$ cat config.mk
export PLATFORM = sky130hd
export DESIGN_NAME = pc_fetch_unit_flat
export DESIGN_NICKNAME = d
export VERILOG_FILES = /design/src/rtl/pc_fetch_pkg.sv /design/src/rtl/pc_fetch_unit_if.sv /design/src/rtl/pc_fetch_unit_target_sel.sv /design/src/rtl/pc_fetch_unit.sv /design/src/flat_wrapper.sv
export SDC_FILE = /design/constraint.sdc
export NUM_CORES = 1
export LEC_CHECK = 0
export CAP_MARGIN = 20
export CORE_MARGIN = 1
export CORE_UTILIZATION = 40
export DETAILED_ROUTE_END_ITERATION = 12
export DONT_BUFFER_PORTS = 1
export GPL_TIMING_DRIVEN = 1
export SLEW_MARGIN = 10
export SYNTH_ARGS = -nofsm -noshare
export SYNTH_HDL_FRONTEND = slang
export SYNTH_SLANG_ARGS = --single-unit
$ cat constraint.sdc
create_clock -name clk -period 3.2 [get_ports clk]
set_input_delay 0.32 -clock clk [delete_from_list [all_inputs] [get_ports clk]]
set_output_delay 0.32 -clock clk [all_outputs]
set_load 0.1 [all_outputs]
$ cat src/rtl/pc_fetch_pkg.sv
// Shared types and constants for the fetch unit: NPC select encodings,
// fetch FSM states and the default boot address.
package pc_fetch_pkg;

  localparam logic [1:0] PCSEL_PC4 = 2'b00;
  localparam logic [1:0] PCSEL_B   = 2'b01;
  localparam logic [1:0] PCSEL_J   = 2'b10;
  localparam logic [1:0] PCSEL_JR  = 2'b11;

  localparam logic [31:0] RESET_PC_DEFAULT = 32'h0000_3000;

  typedef enum logic [1:0] {
    BOOT = 2'b00,
    IDLE = 2'b01,
    PEND = 2'b10,
    HALT = 2'b11
  } fetch_state_t;

  function automatic logic is_misaligned(input logic [31:0] addr);
    return addr[1:0] != 2'b00;
  endfunction

endpackage

$ cat src/rtl/pc_fetch_unit_if.sv
// Instruction-memory read channel: one outstanding request, completed by imem_ready.
interface pc_fetch_unit_if;

  logic        imem_req;
  logic [31:0] imem_addr;
  logic        imem_ready;
  logic [31:0] imem_rdata;

  modport master (
    output imem_req,
    output imem_addr,
    input  imem_ready,
    input  imem_rdata
  );

  modport slave (
    input  imem_req,
    input  imem_addr,
    output imem_ready,
    output imem_rdata
  );

endinterface

$ cat src/rtl/pc_fetch_unit_target_sel.sv
// Selects the redirect target among the NPC candidates and flags a
// target that is not word-aligned.
module pc_target_sel
  import pc_fetch_pkg::*;
(
  input  logic [1:0]  i_sel,
  input  logic [31:0] i_npc4,
  input  logic [31:0] i_npcb,
  input  logic [31:0] i_npcj,
  input  logic [31:0] i_npcjr,
  output logic [31:0] o_target,
  output logic        o_misaligned
);

  always_comb begin
    // NOTE: default assignment first so every path drives o_target (no latch).
    o_target = i_npc4;
    unique case (i_sel)
      PCSEL_PC4: o_target = i_npc4;
      PCSEL_B:   o_target = i_npcb;
      PCSEL_J:   o_target = i_npcj;
      PCSEL_JR:  o_target = i_npcjr;
    endcase
  end

  assign o_misaligned = is_misaligned(o_target);

endmodule

$ cat src/rtl/pc_fetch_unit.sv
// Fetch stage: owns the fetch PC, issues one-outstanding imem reads and
// loads the F/D register; decode closes the loop with pc_sel/redirect_valid.
module pc_fetch_unit
  import pc_fetch_pkg::*;
#(
  parameter logic [31:0] RESET_PC = RESET_PC_DEFAULT
) (
  input  logic                   clk,
  input  logic                   rst_n,
  input  logic [31:0]            npc4,
  input  logic [31:0]            npcb,
  input  logic [31:0]            npcj,
  input  logic [31:0]            npcjr,
  input  logic [1:0]             pc_sel,
  input  logic                   redirect_valid,
  input  logic                   stall,
  pc_fetch_unit_if.master        imem,
  output logic [31:0]            instr,
  output logic                   instr_valid,
  output logic [31:0]            pc_d,
  output logic [31:0]            pc4_d,
  output logic                   addr_err
);

  fetch_state_t r_state;
  logic [31:0]  r_fetch_pc;
  logic [31:0]  r_req_addr;
  logic         r_drop;
  logic [31:0]  r_instr;
  logic         r_instr_valid;
  logic [31:0]  r_pc_d;
  logic [31:0]  r_pc4_d;
  logic         r_addr_err;

  logic [31:0]  w_target;
  logic         w_target_misaligned;
  logic         w_redirect;
  logic         w_consume;
  logic         w_req;
  logic         w_done;
  logic [31:0]  w_pc_plus4;

  pc_target_sel u_target_sel (
    .i_sel        (pc_sel),
    .i_npc4       (npc4),
    .i_npcb       (npcb),
    .i_npcj       (npcj),
    .i_npcjr      (npcjr),
    .o_target     (w_target),
    .o_misaligned (w_target_misaligned)
  );

  // A redirect raised together with stall is treated as a plain stall.
  assign w_redirect = redirect_valid & ~stall & (r_state != HALT);
  assign w_consume  = r_instr_valid & ~stall;
  assign w_pc_plus4 = r_fetch_pc + 32'd4;

  always_comb begin
    w_req = 1'b0;
    unique case (r_state)
      BOOT: w_req = 1'b0;
      IDLE: w_req = ~redirect_valid & (~r_instr_valid | ~stall);
      PEND: w_req = 1'b1;
      HALT: w_req = 1'b0;
    endcase
  end

  assign w_done = w_req & imem.imem_ready;

  // The outstanding address stays frozen in PEND even after a redirect moves fetch_pc.
  assign imem.imem_req  = w_req;
  assign imem.imem_addr = (r_state == PEND) ? r_req_addr : r_fetch_pc;

  always_ff @(posedge clk or negedge rst_n) begin
    if (!rst_n) begin
      r_state       <= BOOT;
      r_fetch_pc    <= RESET_PC;
      r_req_addr    <= RESET_PC;
      r_drop        <= 1'b0;
      r_instr       <= 32'd0;
      r_instr_valid <= 1'b0;
      r_pc_d        <= 32'd0;
      r_pc4_d       <= 32'd0;
      r_addr_err    <= 1'b0;
    end else begin
      unique case (r_state)
        BOOT: r_state <= IDLE;
        IDLE: begin
          if (w_done) begin
            r_instr       <= imem.imem_rdata;
            r_pc_d        <= r_fetch_pc;
            r_pc4_d       <= w_pc_plus4;
            r_instr_valid <= 1'b1;
            r_fetch_pc    <= w_pc_plus4;
          end else if (w_req) begin
            r_state       <= PEND;
            r_req_addr    <= r_fetch_pc;
            r_instr_valid <= 1'b0;
          end else if (w_consume) begin
            r_instr_valid <= 1'b0;
          end
        end
        PEND: begin
          if (imem.imem_ready) begin
            r_state <= IDLE;
            r_drop  <= 1'b0;
            if (!r_drop && !w_redirect) begin
              r_instr       <= imem.imem_rdata;
              r_pc_d        <= r_fetch_pc;
              r_pc4_d       <= w_pc_plus4;
              r_instr_valid <= 1'b1;
              r_fetch_pc    <= w_pc_plus4;
            end
          end
        end
        HALT: begin
        end
      endcase

      // NOTE: this block comes after the state case so its non-blocking writes win.
      if (w_redirect) begin
        r_instr_valid <= 1'b0;
        if (w_target_misaligned) begin
          r_addr_err <= 1'b1;
          r_state    <= HALT;
          r_drop     <= 1'b0;
        end else begin
          r_fetch_pc <= w_target;
          if (r_state == PEND && !imem.imem_ready) begin
            r_drop <= 1'b1;
          end
        end
      end
    end
  end

  assign instr       = r_instr;
  assign instr_valid = r_instr_valid;
  assign pc_d        = r_pc_d;
  assign pc4_d       = r_pc4_d;
  assign addr_err    = r_addr_err;

  a_pend_fd_empty: assert property (
    @(posedge clk) disable iff (!rst_n) (r_state == PEND) |-> !r_instr_valid
  );

  a_no_redirect_on_stall: assert property (
    @(posedge clk) disable iff (!rst_n) !(redirect_valid && stall)
  );

endmodule
$ cat src/flat_wrapper.sv
// flat-port wrapper written by rule: the top's interface ports become plain ports
module pc_fetch_unit_flat import pc_fetch_pkg::*;
#(
  parameter logic [31:0] RESET_PC = RESET_PC_DEFAULT
)
  (clk, rst_n, npc4, npcb, npcj, npcjr, pc_sel, redirect_valid, stall, instr, instr_valid, pc_d, pc4_d, addr_err, imem_imem_req, imem_imem_addr, imem_imem_ready, imem_imem_rdata);
  pc_fetch_unit_if imem_i ();
  input  logic clk;
  input  logic rst_n;
  input  logic [31:0] npc4;
  input  logic [31:0] npcb;
  input  logic [31:0] npcj;
  input  logic [31:0] npcjr;
  input  logic [1:0] pc_sel;
  input  logic redirect_valid;
  input  logic stall;
  output logic [31:0] instr;
  output logic instr_valid;
  output logic [31:0] pc_d;
  output logic [31:0] pc4_d;
  output logic addr_err;
  output wire logic [$bits(imem_i.imem_req)-1:0] imem_imem_req;
  output wire logic [$bits(imem_i.imem_addr)-1:0] imem_imem_addr;
  input wire logic [$bits(imem_i.imem_ready)-1:0] imem_imem_ready;
  input wire logic [$bits(imem_i.imem_rdata)-1:0] imem_imem_rdata;
  assign imem_imem_req = imem_i.imem_req;
  assign imem_imem_addr = imem_i.imem_addr;
  assign imem_i.imem_ready = imem_imem_ready;
  assign imem_i.imem_rdata = imem_imem_rdata;
  pc_fetch_unit #(.RESET_PC(RESET_PC)) u_core (.clk(clk), .rst_n(rst_n), .npc4(npc4), .npcb(npcb), .npcj(npcj), .npcjr(npcjr), .pc_sel(pc_sel), .redirect_valid(redirect_valid), .stall(stall), .imem(imem_i), .instr(instr), .instr_valid(instr_valid), .pc_d(pc_d), .pc4_d(pc4_d), .addr_err(addr_err));
endmodule
# --- Yosys cells after proc, flatten, opt, wreduce, memory -nomap -nowiden ---
# Index checks and enable logic that the tools add are counted.
totals:
  register_bits: 165
  input_bits: 167
  out_inout_bits: 131
  elab_cells: 87
classes:
  n_mux: 39
  eq_ne: 13
  n_reduce_logical: 15
  bitwise: 10
  add_sub_neg: 1
ops:
  columns: ["operator", "count"]
  rows:
  - ["32-bit 2-to-1 mux", 15]
  - ["32-bit case mux with 2 select lines", 4]
  - ["32-bit case mux with 4 select lines", 1]
  - ["32-bit by 3-bit adder with 32-bit output (second input constant)", 1]
  - ["1-bit 2-to-1 mux", 11]
  - ["2-bit 2-to-1 mux", 5]
  - ["2-bit == test (second input constant)", 4]
  - ["4-bit AND reduction", 2]
  - ["2-bit != test (second input constant)", 3]
  - ["3-bit by 2-bit != test with 1-bit output (second input constant)", 2]
  - ["2-bit case mux with 3 select lines", 1]
  - ["1-bit AND", 5]
  - ["5-bit by 1-bit != test with 1-bit output (second input constant)", 1]
  - ["2-bit by 1-bit == test with 1-bit output (second input constant)", 2]
  - ["2-bit logical NOT", 2]
  - ["1-bit inverter", 4]
  - ["2-bit nonzero test", 2]
  - ["1-bit logical NOT", 3]
  - ["1-bit case mux with 3 select lines", 1]
  - ["3-bit AND reduction", 1]
  - ["3-bit nonzero test", 1]
  - ["1-bit logical AND", 2]
  - ["2-bit by 1-bit != test with 1-bit output (second input constant)", 1]
  - ["1-bit case mux with 2 select lines", 1]
  - ["3 further kinds", 3]

# --- Logic depth before layout (Yosys ltp) ---
# Gate-level depths: netlist (run 1).
logic_depth:
  word_depth: 10
  depth_mapped: 11
  depth_no_buf: 8

# --- Cells and area by module ---
# A second synthesis (run 1) with hierarchy kept.
unflattened:
  hier_cells: 781
  area_unflattened_um2: 8827.2
by_module_without_submodules:
  columns: ["module", "cells_each", "seq_area_each_um2", "instances", "area_per_inst_um2"]
  rows:
  - ["pc_fetch_unit", 741, 4083.9, 1, 8055.2]
  - ["pc_target_sel", 40, 0.0, 1, 772.0]

# --- Worst setup path after synthesis (run 1) ---
# No wires, ideal clock.
synth_timing:
  path_type: "register -> output"
  start: "reg u_core.r_state[0]"
  end: "out imem_imem_addr[2]"
  t_arrival_ns: 3.195
  setup_slack_ns: -0.315
  path_buffers: 2
  t_required_ns: 2.880
  path_stages_with_launch: 6
  path_cell_list: "dfrtp_1 inv_1 ha_1 clkbuf_1 buf_1 o21ai_0"
synth_via:
  elab_chain_len: 2
synth_lines:
  columns: ["element", "line", "source"]
  rows:
  - ["from (decl)", "pc_fetch_unit.sv:25", "fetch_state_t r_state;"]
  - ["from (signal assigned)", "pc_fetch_unit.sv:76", "r_state <= BOOT;"]
  - ["from (signal assigned)", "pc_fetch_unit.sv:87", "BOOT: r_state <= IDLE;"]
  - ["from (signal assigned)", "pc_fetch_unit.sv:96", "r_state <= PEND;"]
  - ["2-bit == test", "pc_fetch_unit.sv:72", "assign imem.imem_addr = (r_state == PEND) ? r_req_addr : r_fetch_pc;"]
  - ["32-bit 2-to-1 mux", "pc_fetch_unit.sv:72", null]
  - ["to (decl)", "flat_wrapper.sv:23", "output wire logic [$bits(imem_i.imem_addr)-1:0] imem_imem_addr;"]
# No other way between the ends.

# --- Worst setup path after layout (run 1) ---
layout_timing:
  start: "reg u_core.r_state[0]"
  end: "out imem_imem_addr[13]"
# Same word-level chain as after synthesis.

==> results of run 1 <==
logic make-up (layout without fill, tap and decap cells):
| group | count (synthesis) | count (layout) | synth area share |
|---|---|---|---|
| mux | 160 | 160 | 0.250 |
| xor+xnor | 27 | 27 | 0.0277 |
| flops | 163 | 163 | 0.478 |
| other cells | 0 | 4 | 0 |
| buf+inv | 77 | 64 | 0.0383 |
| simple gates | 194 | 194 | 0.114 |
| compound gates | 120 | 120 | 0.0828 |
| fa+ha+maj | 6 | 6 | 0.00879 |
worst paths after layout:
| check | start | endpoint | cells past startpoint |
|---|---|---|---|
| max | u_core.r_state[0]$_DFF_PN0_ | imem_imem_addr[13] | 4 |
| min | rst_n | u_core.instr[5]$_DFFE_PN0P_ | 0 |
| max reg2reg | u_core.r_fetch_pc[2]$_DFF_PN0_ | u_core.r_fetch_pc[26]$_DFF_PN0_ | 7 |
| min reg2reg | u_core.r_req_addr[25]$_DFFE_PN0P_ | u_core.r_req_addr[25]$_DFFE_PN0P_ | 1 |
| max in group asynchronous | rst_n | u_core.r_req_addr[12]$_DFFE_PN1P_ | 0 |
| min in group clk | imem_imem_rdata[0] | u_core.instr[0]$_DFFE_PN0P_ | 1 |
worst max-delay path, cell delays in order, from the launching register on:
cell	delay [ns]
dfrtp_1	0.45
inv_1	0.11
ha_2	0.40
buf_4	0.54
mux2_2	0.63
final cells by class:
class                      instances  share of cell area
antenna                            4             0.00106
timing repair buffer              22              0.0221
clock inverter                    15              0.0150
sequential                       163               0.434
multi-input combinational        507               0.442
inverter                          10             0.00399
clock buffer                      17              0.0452
tap                              275              0.0365
sequential cells by signal (all words and copies together), names as in the netlist, named ones only:
| name | count |
|---|---|
| u_core.addr_err | 1 |
| u_core.instr | 32 |
| u_core.instr_valid | 1 |
| u_core.pc4_d | 32 |
| u_core.pc_d | 30 |
| u_core.r_fetch_pc | 32 |
| u_core.r_req_addr | 32 |
| u_core.r_state | 2 |
metal layers:
| layer | wire length [um] | up-vias | global-route usage |
|---|---|---|---|
| li1 | - | 2662 | - |
| met1 | 9580 | 3020 | 0.277 |
| met2 | 11400 | 250 | 0.342 |
| met3 | 2100 | 26 | 0.0718 |
| met4 | 364 | 0 | 0.0845 |
| met5 | 0 | - | 0 |
cell usage after synthesis, types with 5 or more instances:
cell	instances
a21oi_1	17
clkbuf_1	36
nand2_1	52
a31oi_1	22
nor2b_1	7
buf_2	18
and3_1	8
nand3_1	17
inv_1	10
o21ai_0	51
or3_1	9
nand4_1	7
ha_1	6
xor2_1	10
nand3b_1	9
buf_1	9
mux2_2	126
and2_1	6
dfrtp_1	159
nor3_1	11
a22oi_1	5
xnor2_1	17
nor2_1	50
mux4_2	30
timing repair:
item,CTS,global route
setup endpoints to repair,0,0
gates resized for setup,0,0
hold buffers,1,1
endpoints found under the hold margin,164,164
per-stage QoR:
stage / TNS (ns) / util / hold slack (ns)
after detailed placement: 0 / 0.421 / 0.0280
after global placement: 0 / 0.421 / 0.0280
after floorplan: -0.945 / - / 0.0244
after CTS: 0 / 0.448 / -0.439
after global routing: 0 / 0.449 / -0.443
final: 0 / 0.449 / -0.422
==> flow_summary.ini, run 1 <==
[status]
status = finished with violations
violations = negative hold slack

[sta]
finalSetupViolations = 0
hold_viol = 163
setup_slack_ns = 0.277
slew_headroom = 0.338
skew_ns = 0.0119
min_period_over_period = 0.913
fmax_ghz = 0.342
rsz0062_at_grt = false
min_period_ns = 2.92
finalMaxSlewViolations = 0
tightest_slew_ns = 0.993
holdWs_ns = -0.422

[flow_run]
drv_cap = 0

[clock_network]
numCtsBuffers = 17
ctsLongestPathBuffers = 2
clockRootBuffer = clkbuf_16
cts_max_level = 4
clk_pin_slew_ns = 0.07
cts_setup_buffers = 0
cts.sinks = 163
clk_latency_ns = 0.43
cts_tree = yes

[synth]
syn_area_mm2 = 0.00854
yosysSeqAreaShare = 0.478
synth.net_count = 920
synth_top_area_share = 0.466
synth_cell_type_count = 54
syn_area_per_cell_um2 = 11.4
yosys_most_used_dff = dfrtp_1
synth_seq_cells = 163
ys_warn_count = 0
synthArstFlopShare = 1.00
synthCells = 747
synth.top_cells.by_area = dfrtp_1 (47%), mux2_2 (17%), mux4_2 (7.9%)
synth_area_leader_cell = dfrtp_1
synth_edf_count = 0

[floorplanning]
dieArea_mm2 = 0.0219
die_width_um = 148
initial_core_util = 0.407
placementRows = 53
design.portCount = 298
core_area_mm2 = 0.0210
fp.dieH_um = 148

[drt]
dr.pass1.iters = 5
drtAntennaViolNets = 0
wire_per_inst_um = 23.2
drt-initial-drc-count = 365
drt-total-wl_um = 23500
viasPerCell = 5.88
via_count = 5958
drc = 0

[placement]
portBuffers = 0
dp_hpwl_um = 16500
place_area_mm2 = 0.00882
placed_cells = 975
gp_congestion = 0.809
preCtsSetupSlack_ns = 0.512

[finish]
nets = 894
final_cell_mix = dfrtp_1 (157), mux2_2 (126), nand2_1 (52), nor2_1 (49), o21ai_0 (48)
final-seq-area_mm2 = 0.00409
layout_commonest_cell = dfrtp_1
fillCellCount = 1970
stdcell_area_mm2 = 0.00942
drive_above_1_share = 0.311
multi_input_area_mm2 = 0.00416
instances_no_fill = 1013
area_growth_pct = 10.3

[global_route]
grt_pass1_wl_um = 36100
antenna_found_initial = 4
grt_overflow = 0
first_global_vias = 6172
grt_max_degree = 164
grt.total_usage = 0.217

[worst_setup_path]
reg2reg_slack_ns = 0.49
worst_ep_required_time_ns = 2.88
critPathMaxFanout = 34
start_kind = flip-flop
end_kind = output port
arrival_ns = 2.60
critPathKind = flip-flop to output port

[worst_hold_path]
hold_class = input pin to async pin
Power of run 1 is left out: the tool's default activity adds up to more than one toggle a clock period on the data nets, which glitch-free logic cannot reach.
==> run 2: changes to the inputs <==
--- a/config.mk
+++ b/config.mk
@@ -6,11 +6,14 @@
 export NUM_CORES = 1
 export LEC_CHECK = 0
 export CAP_MARGIN = 20
+export CELL_PAD_IN_SITES_DETAIL_PLACEMENT = 1
+export CELL_PAD_IN_SITES_GLOBAL_PLACEMENT = 1
 export CORE_MARGIN = 1
-export CORE_UTILIZATION = 40
+export CORE_UTILIZATION = 49
 export DETAILED_ROUTE_END_ITERATION = 12
 export DONT_BUFFER_PORTS = 1
 export GPL_TIMING_DRIVEN = 1
+export PLACE_DENSITY_LB_ADDON = 0.1
 export SLEW_MARGIN = 10
 export SYNTH_ARGS = -nofsm -noshare
 export SYNTH_HDL_FRONTEND = slang
==> flow_summary.ini, run 2 (synthesized netlist as in run 1, its figures left out) <==
[drt]
drc = 0
viasPerCell = 6.31
drtAntennaViolNets = 0
dr.pass1.iters = 5
drt-total-wl_um = 24000
via_count = 6030
drt-initial-drc-count = 319
wire_per_inst_um = 25.1

[clock_network]
cts_resized = 0
clk_pin_slew_ns = 0.07
cts_setup_buffers = 0
clockRootBuffer = clkbuf_16
cts_tree = yes
numCtsBuffers = 17
ctsHoldBuffers = 1
ctsLongestPathBuffers = 2
clk_latency_ns = 0.44
cts_max_level = 4
cts.sinks = 163

[worst_setup_path]
worst_ep_required_time_ns = 2.88
critical_path.startpoint = u_core.r_state[0]$_DFF_PN0_
timing.rr.end = u_core.r_fetch_pc[26]$_DFF_PN0_
worstRegToRegCells = 7
arrival_ns = 2.60
reg2reg_slack_ns = 0.42
end_kind = output port
r2r_start = u_core.r_fetch_pc[3]$_DFF_PN0_
critPathMaxFanout = 34
critPathKind = flip-flop to output port
start_kind = flip-flop

[placement]
gp_congestion = 0.903
portBuffers = 0
dp_hpwl_um = 16500

[floorplanning]
fp.dieH_um = 134
design.portCount = 298
die_width_um = 134
core_area_mm2 = 0.0168
initial_core_util = 0.508
dieArea_mm2 = 0.0180
placementRows = 47

[sta]
skew_ns = 0.0129
tightest_slew_ns = 1.06
holdWs_ns = -0.422
fmax_ghz = 0.343
finalSetupViolations = 0
hold_viol = 163
finalMaxSlewViolations = 0
min_period_ns = 2.92
min_period_over_period = 0.911
slew_headroom = 0.287
rsz0062_at_grt = false

[status]
violations = negative hold slack
status = finished with violations

[finish]
nets = 894
area_growth_pct = 9.84
final_cell_mix = dfrtp_1 (157), mux2_2 (126), nand2_1 (52), nor2_1 (49), o21ai_0 (48)
layout_commonest_cell = dfrtp_1
drive_above_1_share = 0.312

[global_route]
first_global_vias = 6457
antenna_found_initial = 2
grt_max_degree = 164
grt_overflow = 0
grt.total_usage = 0.276
grt_pass1_wl_um = 37700

[worst_hold_path]
hold_class = input pin to async pin

[flow_run]
drv_cap = 0
## run 2: changes by cell type in the layout (fill, tap and decap cells not counted)
cell           delta
buf_4             +1
bufinv_16         +2
clkbuf_8          +1
clkinv_2          +2
clkinvlp_4        -3
diode_2           -3
dlygate4sd3_1     -1
inv_8             -2
## run 2: cell type report
| cell class | instances | area, um2 |
|---|---|---|
| inverters | 10 | 37.5 |
| clock buffers | 18 | 439 |
| repair buffers | 22 | 205 |
| clock inverters | 14 | 166 |
| fillers | 1745 | 7440 |
| multi-input cells | 507 | 4160 |
| well taps | 220 | 275 |
| diodes | 1 | 2.50 |
| flip-flops and latches | 163 | 4090 |
## run 2: worst max-delay path, stage by stage (launching register included)
cell	delay, ns
dfrtp_1	0.46
inv_1	0.12
ha_2	0.41
buf_4	0.53
mux2_2	0.62
## run 2: metal layers
layer / global-route usage / vias to the layer above / wire (um)
met5: 0 / - / 17
met4: 0.0808 / 2 / 353
met3: 0.0669 / 30 / 1880
met2: 0.450 / 266 / 11800
met1: 0.367 / 3089 / 9940
li1: - / 2643 / -
## run 2: how the worst max path moves through the flow
stage                                 endpoint  slack [ns]  cells after the start
2_1_floorplan                imem_imem_addr[2]       -0.32                      5
4_1_cts                      imem_imem_addr[5]        0.26                      4
3_5_place_dp   u_core.r_fetch_pc[26]$_DFF_PN0_        0.45                      7
6_report                    imem_imem_addr[12]        0.28                      4
5_1_grt                     imem_imem_addr[12]        0.18                      4
3_3_place_gp       u_core.pc_d[19]$_DFFE_PN0P_        0.61                      7
## run 2: stage by stage
stage,TNS (ns),area (um2),worst slack (ns),utilization,std cells
final,0,9380,0.284,0.557,955
after CTS,0,9370,0.258,0.557,954
after floorplan,-0.945,8540,-0.315,-,747
after detailed placement,0,8760,0.448,0.521,921
after global placement,0,8760,0.609,0.521,921
after global routing,0,9370,0.181,0.557,954
Power of run 2 is left out for the same reason.
==> run 3: changes to the inputs <==
--- a/config.mk
+++ b/config.mk
@@ -8,11 +8,12 @@
 export CAP_MARGIN = 20
 export CELL_PAD_IN_SITES_DETAIL_PLACEMENT = 1
 export CELL_PAD_IN_SITES_GLOBAL_PLACEMENT = 1
+export CORE_ASPECT_RATIO = 0.5
 export CORE_MARGIN = 1
-export CORE_UTILIZATION = 49
+export CORE_UTILIZATION = 39
 export DETAILED_ROUTE_END_ITERATION = 12
 export DONT_BUFFER_PORTS = 1
-export GPL_TIMING_DRIVEN = 1
+export GPL_TIMING_DRIVEN = 0
 export PLACE_DENSITY_LB_ADDON = 0.1
 export SLEW_MARGIN = 10
 export SYNTH_ARGS = -nofsm -noshare
==> flow_summary.ini, run 3 (synthesized netlist as in run 1, its figures left out) <==
[sta]
min_period_over_period = 0.948
finalSetupTns_ns = 0
setup_slack_ns = 0.165
holdWs_ns = -0.437
finalMaxSlewViolations = 0
skew_ns = 0.00905
finalSetupViolations = 0
slew_headroom = 0.285
rsz0062_at_grt = false
hold_viol = 163
min_period_ns = 3.03
fmax_ghz = 0.330
tightest_slew_ns = 1.07

[finish]
diodes = 0
drive_above_1_share = 0.312
final_cell_mix = dfrtp_1 (158), mux2_2 (125), nand2_1 (52), nor2_1 (50), o21ai_0 (48)
area_growth_pct = 12.5
finish.utilization = 0.457
layout_commonest_cell = dfrtp_1
nets = 940

[floorplanning]
initial_core_util = 0.406
design.portCount = 298
core_area_mm2 = 0.0210
die_width_um = 211
placementRows = 37
fp.dieH_um = 107
dieArea_mm2 = 0.0225

[worst_setup_path]
cp_slowest_cell = dfrtp_4
crit_family = multiplexers
arrival_ns = 3.36
worst_ep_required_time_ns = 3.53
critPathKind = flip-flop to flip-flop
cp_num_buf_inv = 1
end_kind = flip-flop
start_kind = flip-flop
max_stage_delay_ns = 0.63
critPathMaxFanout = 10
path_cells = a21oi_2, mux2_4, nand2_1, nor2_1, clkbuf_1, mux2_2

[drt]
drt-initial-drc-count = 317
via_count = 6208
drtAntennaViolNets = 0
drt-total-wl_um = 26700
dr.pass1.iters = 4
viasPerCell = 5.79
drc = 0
wire_per_inst_um = 24.9

[placement]
preCtsSetupSlack_ns = -0.731
dp_hpwl_um = 19300
portBuffers = 0
gp_congestion = 0.795

[flow_run]
drv_cap = 0

[global_route]
grt.total_usage = 0.242
grt_max_degree = 164
grt_overflow = 0
grt_pass1_wl_um = 40100
antenna_found_initial = 0
first_global_vias = 6496

[status]
violations = negative hold slack
status = finished with violations

[clock_network]
clk_latency_ns = 0.44
cts_max_level = 4
clockRootBuffer = clkbuf_16
cts_setup_buffers = 0
ctsLongestPathBuffers = 2
cts_tree = yes
cts.sinks = 163
numCtsBuffers = 17
clk_pin_slew_ns = 0.07

[worst_hold_path]
hold_class = input pin to async pin
==> run 3: worst register-to-register path, delay by kind of cell (launching register included) <==
family | cells | cell delay (ns)
multiplexers | 2 | 0.87
AO/OA/AOI/OAI | 1 | 0.27
flip-flops | 1 | 0.63
AND/OR/NAND/NOR | 2 | 0.58
buffers and inverters | 1 | 0.59
==> run 3: path summary, 6_finish.rpt <==
check,start,endpoint,slack [ns],depth (start not counted)
max reg2reg,u_core.instr_valid$_DFFE_PN0P_,u_core.r_req_addr[15]$_DFFE_PN0P_,0.17,6
min in group clk,imem_imem_rdata[6],u_core.instr[6]$_DFFE_PN0P_,0.02,1
min,rst_n,u_core.pc_d[5]$_DFFE_PN0P_,-0.44,0
max in group asynchronous,rst_n,u_core.pc4_d[28]$_DFFE_PN0P_,3.28,0
min reg2reg,u_core.r_req_addr[29]$_DFFE_PN0P_,u_core.r_req_addr[29]$_DFFE_PN0P_,0.50,1
max,u_core.instr_valid$_DFFE_PN0P_,u_core.r_req_addr[15]$_DFFE_PN0P_,0.17,6
==> run 3: what timing repair did <==
item / 4_1_cts / 5_1_grt
endpoints found under the setup margin: 181 / 61
resized for setup: 14 / 13
endpoints found under the hold margin: 163 / 163
==> run 3: layer usage <==
layer	part of all wire	global-route usage	vias up
li1	-	-	2736
met1	0.46	0.340	3265
met2	0.47	0.370	184
met3	0.065	0.0656	23
met4	0.011	0.0637	0
met5	0	0	-
==> run 3: layout make-up <==
cell class	count	area (um2)
clock inverter	14	165
sequential	163	4090
inverter	10	37.5
tap	292	365
clock buffer	18	429
multi-input combinational	507	4190
buffer	66	307
fill	2252	11400
timing repair buffer	2	22.5
==> run 3: per-stage QoR <==
stage | hold WS (ns) | instances | cell area [um2]
after floorplan | 0.0244 | 747 | 8540
after global placement | 0.0291 | 1039 | 8900
after detailed placement | 0.0277 | 1040 | 8940
after CTS | -0.453 | 1072 | 9560
after global routing | -0.455 | 1072 | 9600
final | -0.437 | 1072 | 9600
Power of run 3 is left out for the same reason.
